**config.mk**
```make
export PLATFORM = sky130hd
export DESIGN_NAME = mac_seq_ctrl_flat
export DESIGN_NICKNAME = d
export VERILOG_FILES = /design/src/rtl/mac_pkg.sv /design/src/rtl/mac_seq_ctrl_if.sv /design/src/rtl/mac_datapath.sv /design/src/rtl/mac_seq_ctrl.sv /design/src/flat_wrapper.sv
export SDC_FILE = /design/constraint.sdc
export NUM_CORES = 1
export LEC_CHECK = 0
export BUFFER_PORTS_ARGS = -buffer_cell sky130_fd_sc_hd__buf_2
export CAP_MARGIN = 15
export CELL_PAD_IN_SITES_DETAIL_PLACEMENT = 1
export CELL_PAD_IN_SITES_GLOBAL_PLACEMENT = 2
export CORE_AREA = 2 2 87 89
export CTS_CLUSTER_SIZE = 24
export DETAILED_ROUTE_END_ITERATION = 12
export DIE_AREA = 0 0 89 91
export HOLD_SLACK_MARGIN = 0.12
export PLACE_DENSITY_LB_ADDON = 0.1
export SKIP_CTS_REPAIR_TIMING = 1
export SYNTH_ARGS = -nofsm -noshare
export SYNTH_HDL_FRONTEND = slang
export SYNTH_SLANG_ARGS = --single-unit
```
**constraint.sdc**
```tcl
create_clock -name CLK -period 4.3 [get_ports CLK]
set_clock_uncertainty 0.2 [all_clocks]
set_input_delay 0.86 -clock CLK [delete_from_list [all_inputs] [get_ports CLK]]
set_output_delay 0.86 -clock CLK [all_outputs]
set_load 0.05 [all_outputs]
```
**src/rtl/mac_pkg.sv**
```systemverilog
// Shared types and default sizing for the MAC sequencing controller.
package mac_pkg;

    localparam int unsigned DATA_W_DEF = 4;
    localparam int unsigned ACC_W_DEF  = 12;
    localparam int unsigned CNT_W_DEF  = 4;

    typedef enum logic [1:0] {
        IDLE,
        RUN,
        DRAIN,
        DONE
    } state_t;

endpackage

```
**src/rtl/mac_seq_ctrl_if.sv**
```systemverilog
// Command, operand stream and result handshake bundle of the MAC controller.
interface mac_seq_ctrl_if
    import mac_pkg::*;
#(
    parameter int unsigned DATA_W = DATA_W_DEF,
    parameter int unsigned ACC_W  = ACC_W_DEF,
    parameter int unsigned CNT_W  = CNT_W_DEF
);

    logic              START;
    logic [CNT_W-1:0]  LEN;
    logic              IN_VALID;
    logic              IN_READY;
    logic [DATA_W-1:0] A;
    logic [DATA_W-1:0] B;
    logic              OUT_VALID;
    logic              OUT_READY;
    logic [ACC_W-1:0]  RESULT;
    logic              BUSY;
    logic              OVF;

    modport master (
        output START, LEN, IN_VALID, A, B, OUT_READY,
        input  IN_READY, OUT_VALID, RESULT, BUSY, OVF
    );

    modport slave (
        input  START, LEN, IN_VALID, A, B, OUT_READY,
        output IN_READY, OUT_VALID, RESULT, BUSY, OVF
    );

endinterface

```
**src/rtl/mac_datapath.sv**
```systemverilog
// Multiplier, product register and carry-tracking accumulator for the MAC unit.
module mac_datapath #(
    parameter int unsigned DATA_W = 4,
    parameter int unsigned ACC_W  = 12
) (
    input  logic              CLK,
    input  logic              RST,
    input  logic              clear,
    input  logic              accept,
    input  logic [DATA_W-1:0] a,
    input  logic [DATA_W-1:0] b,
    output logic              pv,
    output logic [ACC_W-1:0]  acc,
    output logic              ovf
);

    localparam int unsigned PW = 2 * DATA_W;

    logic [PW-1:0]    prod;
    logic [ACC_W-1:0] p;
    logic [ACC_W:0]   sum;

    assign prod = PW'(a) * PW'(b);
    assign sum  = {1'b0, acc} + {1'b0, p};

    // Accumulate of the previous product and load of a new one share an edge.
    always_ff @(posedge CLK) begin
        if (RST) begin
            p   <= '0;
            pv  <= 1'b0;
            acc <= '0;
            ovf <= 1'b0;
        end else if (clear) begin
            pv  <= 1'b0;
            acc <= '0;
            ovf <= 1'b0;
        end else begin
            if (pv) begin
                acc <= sum[ACC_W-1:0];
                ovf <= ovf | sum[ACC_W];
            end
            if (accept) begin
                p  <= ACC_W'(prod);
                pv <= 1'b1;
            end else begin
                pv <= 1'b0;
            end
        end
    end

endmodule

```
**src/rtl/mac_seq_ctrl.sv**
```systemverilog
// Job sequencer: accepts START/LEN, streams LEN operand pairs into the
// datapath and presents the accumulated sum on a valid/ready result port.
module mac_seq_ctrl
    import mac_pkg::*;
#(
    parameter int unsigned DATA_W = DATA_W_DEF,
    parameter int unsigned ACC_W  = ACC_W_DEF,
    parameter int unsigned CNT_W  = CNT_W_DEF
) (
    input  logic           CLK,
    input  logic           RST,
    mac_seq_ctrl_if.slave  bus
);

    state_t           state;
    logic [CNT_W-1:0] len_q;
    logic [CNT_W-1:0] cnt;
    logic             in_ready_q;
    logic             out_valid_q;
    logic             busy_q;
    logic             clear;
    logic             accept;
    logic             pv;
    logic [ACC_W-1:0] acc;
    logic             ovf;

    assign clear  = (state == IDLE) && bus.START;
    assign accept = in_ready_q && bus.IN_VALID;

    mac_datapath #(
        .DATA_W (DATA_W),
        .ACC_W  (ACC_W)
    ) u_datapath (
        .CLK    (CLK),
        .RST    (RST),
        .clear  (clear),
        .accept (accept),
        .a      (bus.A),
        .b      (bus.B),
        .pv     (pv),
        .acc    (acc),
        .ovf    (ovf)
    );

    always_ff @(posedge CLK) begin
        if (RST) begin
            state       <= IDLE;
            len_q       <= '0;
            cnt         <= '0;
            in_ready_q  <= 1'b0;
            out_valid_q <= 1'b0;
            busy_q      <= 1'b0;
        end else begin
            case (state)
                IDLE: begin
                    if (bus.START) begin
                        len_q  <= bus.LEN;
                        cnt    <= '0;
                        busy_q <= 1'b1;
                        if (bus.LEN == '0) begin
                            state       <= DONE;
                            out_valid_q <= 1'b1;
                        end else begin
                            state      <= RUN;
                            in_ready_q <= 1'b1;
                        end
                    end
                end
                RUN: begin
                    if (accept) begin
                        cnt <= cnt + CNT_W'(1);
                        if (cnt == len_q - CNT_W'(1)) begin
                            state      <= DRAIN;
                            in_ready_q <= 1'b0;
                        end
                    end
                end
                // Stay until the last product has been folded into ACC.
                DRAIN: begin
                    if (!pv) begin
                        state       <= DONE;
                        out_valid_q <= 1'b1;
                    end
                end
                DONE: begin
                    if (bus.OUT_READY) begin
                        state       <= IDLE;
                        out_valid_q <= 1'b0;
                        busy_q      <= 1'b0;
                    end
                end
                default: state <= IDLE;
            endcase
        end
    end

    assign bus.IN_READY  = in_ready_q;
    assign bus.OUT_VALID = out_valid_q;
    assign bus.BUSY      = busy_q;
    assign bus.RESULT    = acc;
    assign bus.OVF       = ovf;

endmodule

```
**src/flat_wrapper.sv**
```systemverilog
// flat-port wrapper written by rule: the top's interface ports become plain ports
module mac_seq_ctrl_flat import mac_pkg::*;
#(
    parameter int unsigned DATA_W = DATA_W_DEF,
    parameter int unsigned ACC_W  = ACC_W_DEF,
    parameter int unsigned CNT_W  = CNT_W_DEF
)
  (CLK, RST, bus_START, bus_LEN, bus_IN_VALID, bus_A, bus_B, bus_OUT_READY, bus_IN_READY, bus_OUT_VALID, bus_RESULT, bus_BUSY, bus_OVF);
  mac_seq_ctrl_if #(.DATA_W(DATA_W), .ACC_W(ACC_W), .CNT_W(CNT_W)) bus_i ();
  input  logic CLK;
  input  logic RST;
  input wire logic [$bits(bus_i.START)-1:0] bus_START;
  input wire logic [$bits(bus_i.LEN)-1:0] bus_LEN;
  input wire logic [$bits(bus_i.IN_VALID)-1:0] bus_IN_VALID;
  input wire logic [$bits(bus_i.A)-1:0] bus_A;
  input wire logic [$bits(bus_i.B)-1:0] bus_B;
  input wire logic [$bits(bus_i.OUT_READY)-1:0] bus_OUT_READY;
  output wire logic [$bits(bus_i.IN_READY)-1:0] bus_IN_READY;
  output wire logic [$bits(bus_i.OUT_VALID)-1:0] bus_OUT_VALID;
  output wire logic [$bits(bus_i.RESULT)-1:0] bus_RESULT;
  output wire logic [$bits(bus_i.BUSY)-1:0] bus_BUSY;
  output wire logic [$bits(bus_i.OVF)-1:0] bus_OVF;
  assign bus_i.START = bus_START;
  assign bus_i.LEN = bus_LEN;
  assign bus_i.IN_VALID = bus_IN_VALID;
  assign bus_i.A = bus_A;
  assign bus_i.B = bus_B;
  assign bus_i.OUT_READY = bus_OUT_READY;
  assign bus_IN_READY = bus_i.IN_READY;
  assign bus_OUT_VALID = bus_i.OUT_VALID;
  assign bus_RESULT = bus_i.RESULT;
  assign bus_BUSY = bus_i.BUSY;
  assign bus_OVF = bus_i.OVF;
  mac_seq_ctrl #(.DATA_W(DATA_W), .ACC_W(ACC_W), .CNT_W(CNT_W)) u_core (.CLK(CLK), .RST(RST), .bus(bus_i));
endmodule
```
==> reports/summary.log <==
qor: clocking.tritoncts.num_buffers 5
qor: grt.globalRouteTotalUtil 15.44%
qor: sta.slew_viol_final 0
qor: routing.route.final.wire_length 5676 um
qor: placed_design.routabilityCongestion 0.7331
qor: finish.layout-drive-gt1-share 15.19%
qor: setup_path.worstPathCellList buf_2 -> nand2_1 -> fa_1 -> inv_1 -> fa_1 -> fa_1 -> a21o_1 -> a21oi_1 -> xnor2_1 -> nand2_1 -> a21oi_1
qor: sta.period_minus_slack 3.327 ns
qor: sta.timing.slew.headroom 54.17%
qor: grt.grt_max_degree 21
qor: sta.fmaxAchievable 300.5 MHz
qor: sta.total_setup_violations_reported_at_the_end_of_the_flow 0
qor: status.status finished clean
qor: hold_path.min_path_type register to register
qor: placed_design.place.port_buffers 32
qor: clocking.cts_tree built
qor: logic_synthesis.syn-num-nets 332
qor: floorplan.dieArea 8099 um2
qor: routing.detail_route.vias_per_cell 4.945
qor: logic_synthesis.avgSynthCellArea 8.418 um2
qor: sta.grt_setup_unrepaired false
qor: routing.drt.antenna.violating_nets 0
qor: logic_synthesis.netlist_area 2382 um2
qor: clocking.cts_htree_levels 2
qor: setup_path.worst-endpoint-arrival 3.35 ns
qor: floorplan.initial_core_util 33.38%
qor: routing.wl_per_cell 13.68 um
qor: grt.via_count_of_the_first_global_routing_pass 2129
qor: logic_synthesis.ys_seq_elements 35
qor: routing.drc_errors 0
qor: sta.timing.final.hold_violations 0
qor: placed_design.detailed_place_hpwl 4389 um
qor: clocking.clock_tree.root_cell sky130_fd_sc_hd__clkbuf_8
qor: setup_path.cp_common_cell sky130_fd_sc_hd__fa_1
qor: power_and_ir_drop.peakVddDrop 146.4 uV
qor: sta.worst_pin_slew 0.6874 ns
qor: logic_synthesis.biggest_area_contributors_in_the_synthesized_netlist sky130_fd_sc_hd__dfxtp_1 29%, sky130_fd_sc_hd__ha_1 14%, sky130_fd_sc_hd__a21oi_1 5.9%
qor: finish.fin_area 2746 um2
qor: grt.grt_first_pass_wirelength 9998 um
qor: logic_synthesis.synth.yosys.warnings 0
qor: clocking.clock_sinks 35
qor: sta.totalNegativeSetupSlack 0 ns
qor: routing.via_count 2052
qor: logic_synthesis.synth_top_area_share 29.41%
qor: setup_path.crit_type primary input to register
qor: setup_path.timing.critical_path.fanout_max 4
qor: grt.grt_overflow_total 0
qor: power_and_ir_drop.power_per_cell_area 409.8 nW/um2
qor: setup_path.worst_ep_required_time 4.32 ns
qor: setup_path.critPathLaunchType primary input
qor: clocking.cts-root-to-sink-buffers 2
qor: setup_path.timing.critical_path.slowest_cell_delay 0.53 ns
qor: flow_run.drv.max_cap_violation_count 0
qor: setup_path.end_kind register
qor: sta.final_period_utilization 77.38%
qor: floorplan.core_area 7137 um2
qor: clocking.clk_pin_slew 0.08 ns
qor: floorplan.placementRows 31
qor: setup_path.crit_buf_inv 2
qor: sta.whs 0.2708 ns
qor: setup_path.critical_path.top_delay_family adder cells
qor: finish.layout_overhead_on_the_synthesized_area 15.28%
qor: clocking.clk-insertion-delay-late 0.29 ns
qor: finish.nNetsFinal 364
qor: routing.first_iter_violations 44
qor: routing.drtPass1Iterations 4
qor: floorplan.fp.dieH 91 um
qor: finish.antennaDiodeCount 0
qor: logic_synthesis.synth_top_cell_by_area sky130_fd_sc_hd__dfxtp_1
qor: logic_synthesis.yosysSeqAreaShare 29.41%
qor: logic_synthesis.synth_cell_type_count 45
qor: setup_path.worst_path_max_delay_cell sky130_fd_sc_hd__fa_1
qor: logic_synthesis.synthesis.instances 283
qor: placed_design.placed_cell_area 2629 um2
qor: power_and_ir_drop.p_leak 1.212 nW
qor: grt.grt_antenna_before_repair 0
qor: floorplan.ioPinCount 33
qor: floorplan.die_x 89 um
cells by family (layout without fill, tap and decap cells):
group | count (synthesis) | count (layout) | synth area share (%)
simple gates | 103 | 103 | 21.48
fa+ha+maj | 32 | 32 | 18.38
mux | 5 | 5 | 2.206
flops | 35 | 35 | 29.41
compound gates | 68 | 68 | 18.59
buf+inv | 25 | 58 | 4.411
xor+xnor | 15 | 15 | 5.514
cells in the final DEF (no fill, tap or decap), types with 11 or more instances in the layout:
master / n
sky130_fd_sc_hd__buf_2: 32
sky130_fd_sc_hd__dfxtp_1: 35
sky130_fd_sc_hd__o21ai_0: 11
sky130_fd_sc_hd__nand2_1: 36
sky130_fd_sc_hd__nor2_1: 18
sky130_fd_sc_hd__ha_1: 27
sky130_fd_sc_hd__a21oi_1: 28
sky130_fd_sc_hd__nand3_1: 11
sky130_fd_sc_hd__inv_1: 17
sequential cells by signal, summed over array words and instances, names as in the netlist:
signal                 flops
u_core.bus.OUT_VALID       1
u_core.cnt                 4
u_core.u_datapath.p        8
u_core.u_datapath.ovf      1
u_core.u_datapath.acc     12
u_core.len_q               4
u_core.bus.BUSY            1
u_core.u_datapath.pv       1
u_core.bus.IN_READY        1
u_core.state               2
per-layer routing:
layer / wire, um / GRT usage (%) / vias up
met5: 0 / 0 / -
met4: 76 / 4.478 / 0
met3: 199 / 3.273 / 7
met2: 2499 / 24.00 / 33
met1: 2901 / 21.36 / 959
li1: - / - / 1053
cells in the mapped netlist, drive strengths merged:
library cell and count:
inv 18, o31ai 1, a21oi 28, a211oi 5, a21boi 1, ha 27, o211a 1, nor3 10
o31a 1, nand2 36, xor2 5, nor4 1, and4 1, a221oi 1, nor4b 1, nand3b 2
a21o 5, a31oi 3, nor2 18, nor2b 3, clkbuf 3, o2bb2ai 1, nor3b 1, a311oi 1
buf 4, nand2b 3, o21ai 11, o211ai 3, and3 2, fa 5, dfxtp 35, o311ai 1
mux2i 3, xnor2 10, and2 10, nand3 11, mux2 2, o21a 4, nand4 3, or4 1
o311a 1
area by class of cell:
class / count / area, um2
timing repair buffer: 32 / 160.2
fill: 900 / 4390
sequential: 35 / 700.7
tap: 99 / 123.9
clock inverter: 2 / 35.03
clock buffer: 6 / 82.58
multi-input combinational: 223 / 1577
inverter: 18 / 67.56
worst paths after layout:
kind                                       from                      to  slack [ns]  cells past startpoint
worst min-delay path            u_core.bus.BUSY         u_core.bus.BUSY        0.27                      2
worst max register to register  u_core.state[0]  u_core.u_datapath.p[7]        1.80                      7
worst min register to register  u_core.bus.BUSY         u_core.bus.BUSY        0.27                      2
worst max-delay path                   bus_A[0]  u_core.u_datapath.p[6]        0.97                     11
tightest hold or removal path, delay by kind of cell (launching register included):
| family | cells | cell delay [ns] |
|---|---|---|
| simple gates | 1 | 0.05 |
| compound gates | 1 | 0.05 |
| flops | 1 | 0.32 |
stage by stage:
step                      std cells  power (W)  utilization, %  worst slack, ns
final                           415   0.001126           38.48           0.9727
after floorplan                 283  0.0007205               -           0.8977
after CTS                       415   0.001149           38.48           0.9463
after detailed placement        407  0.0008232           36.83           0.6377
after global routing            415   0.001213           38.48           0.7543
after global placement          407  0.0008156           36.83           0.6914
report_power, final:
group          internal [W]  switching [W]  total, W
registers          0.000359      0.0000334  0.000393
logic              0.000156       0.000259  0.000415
clock network      0.000188       0.000130  0.000318
Power figures use the tool's default switching activity.
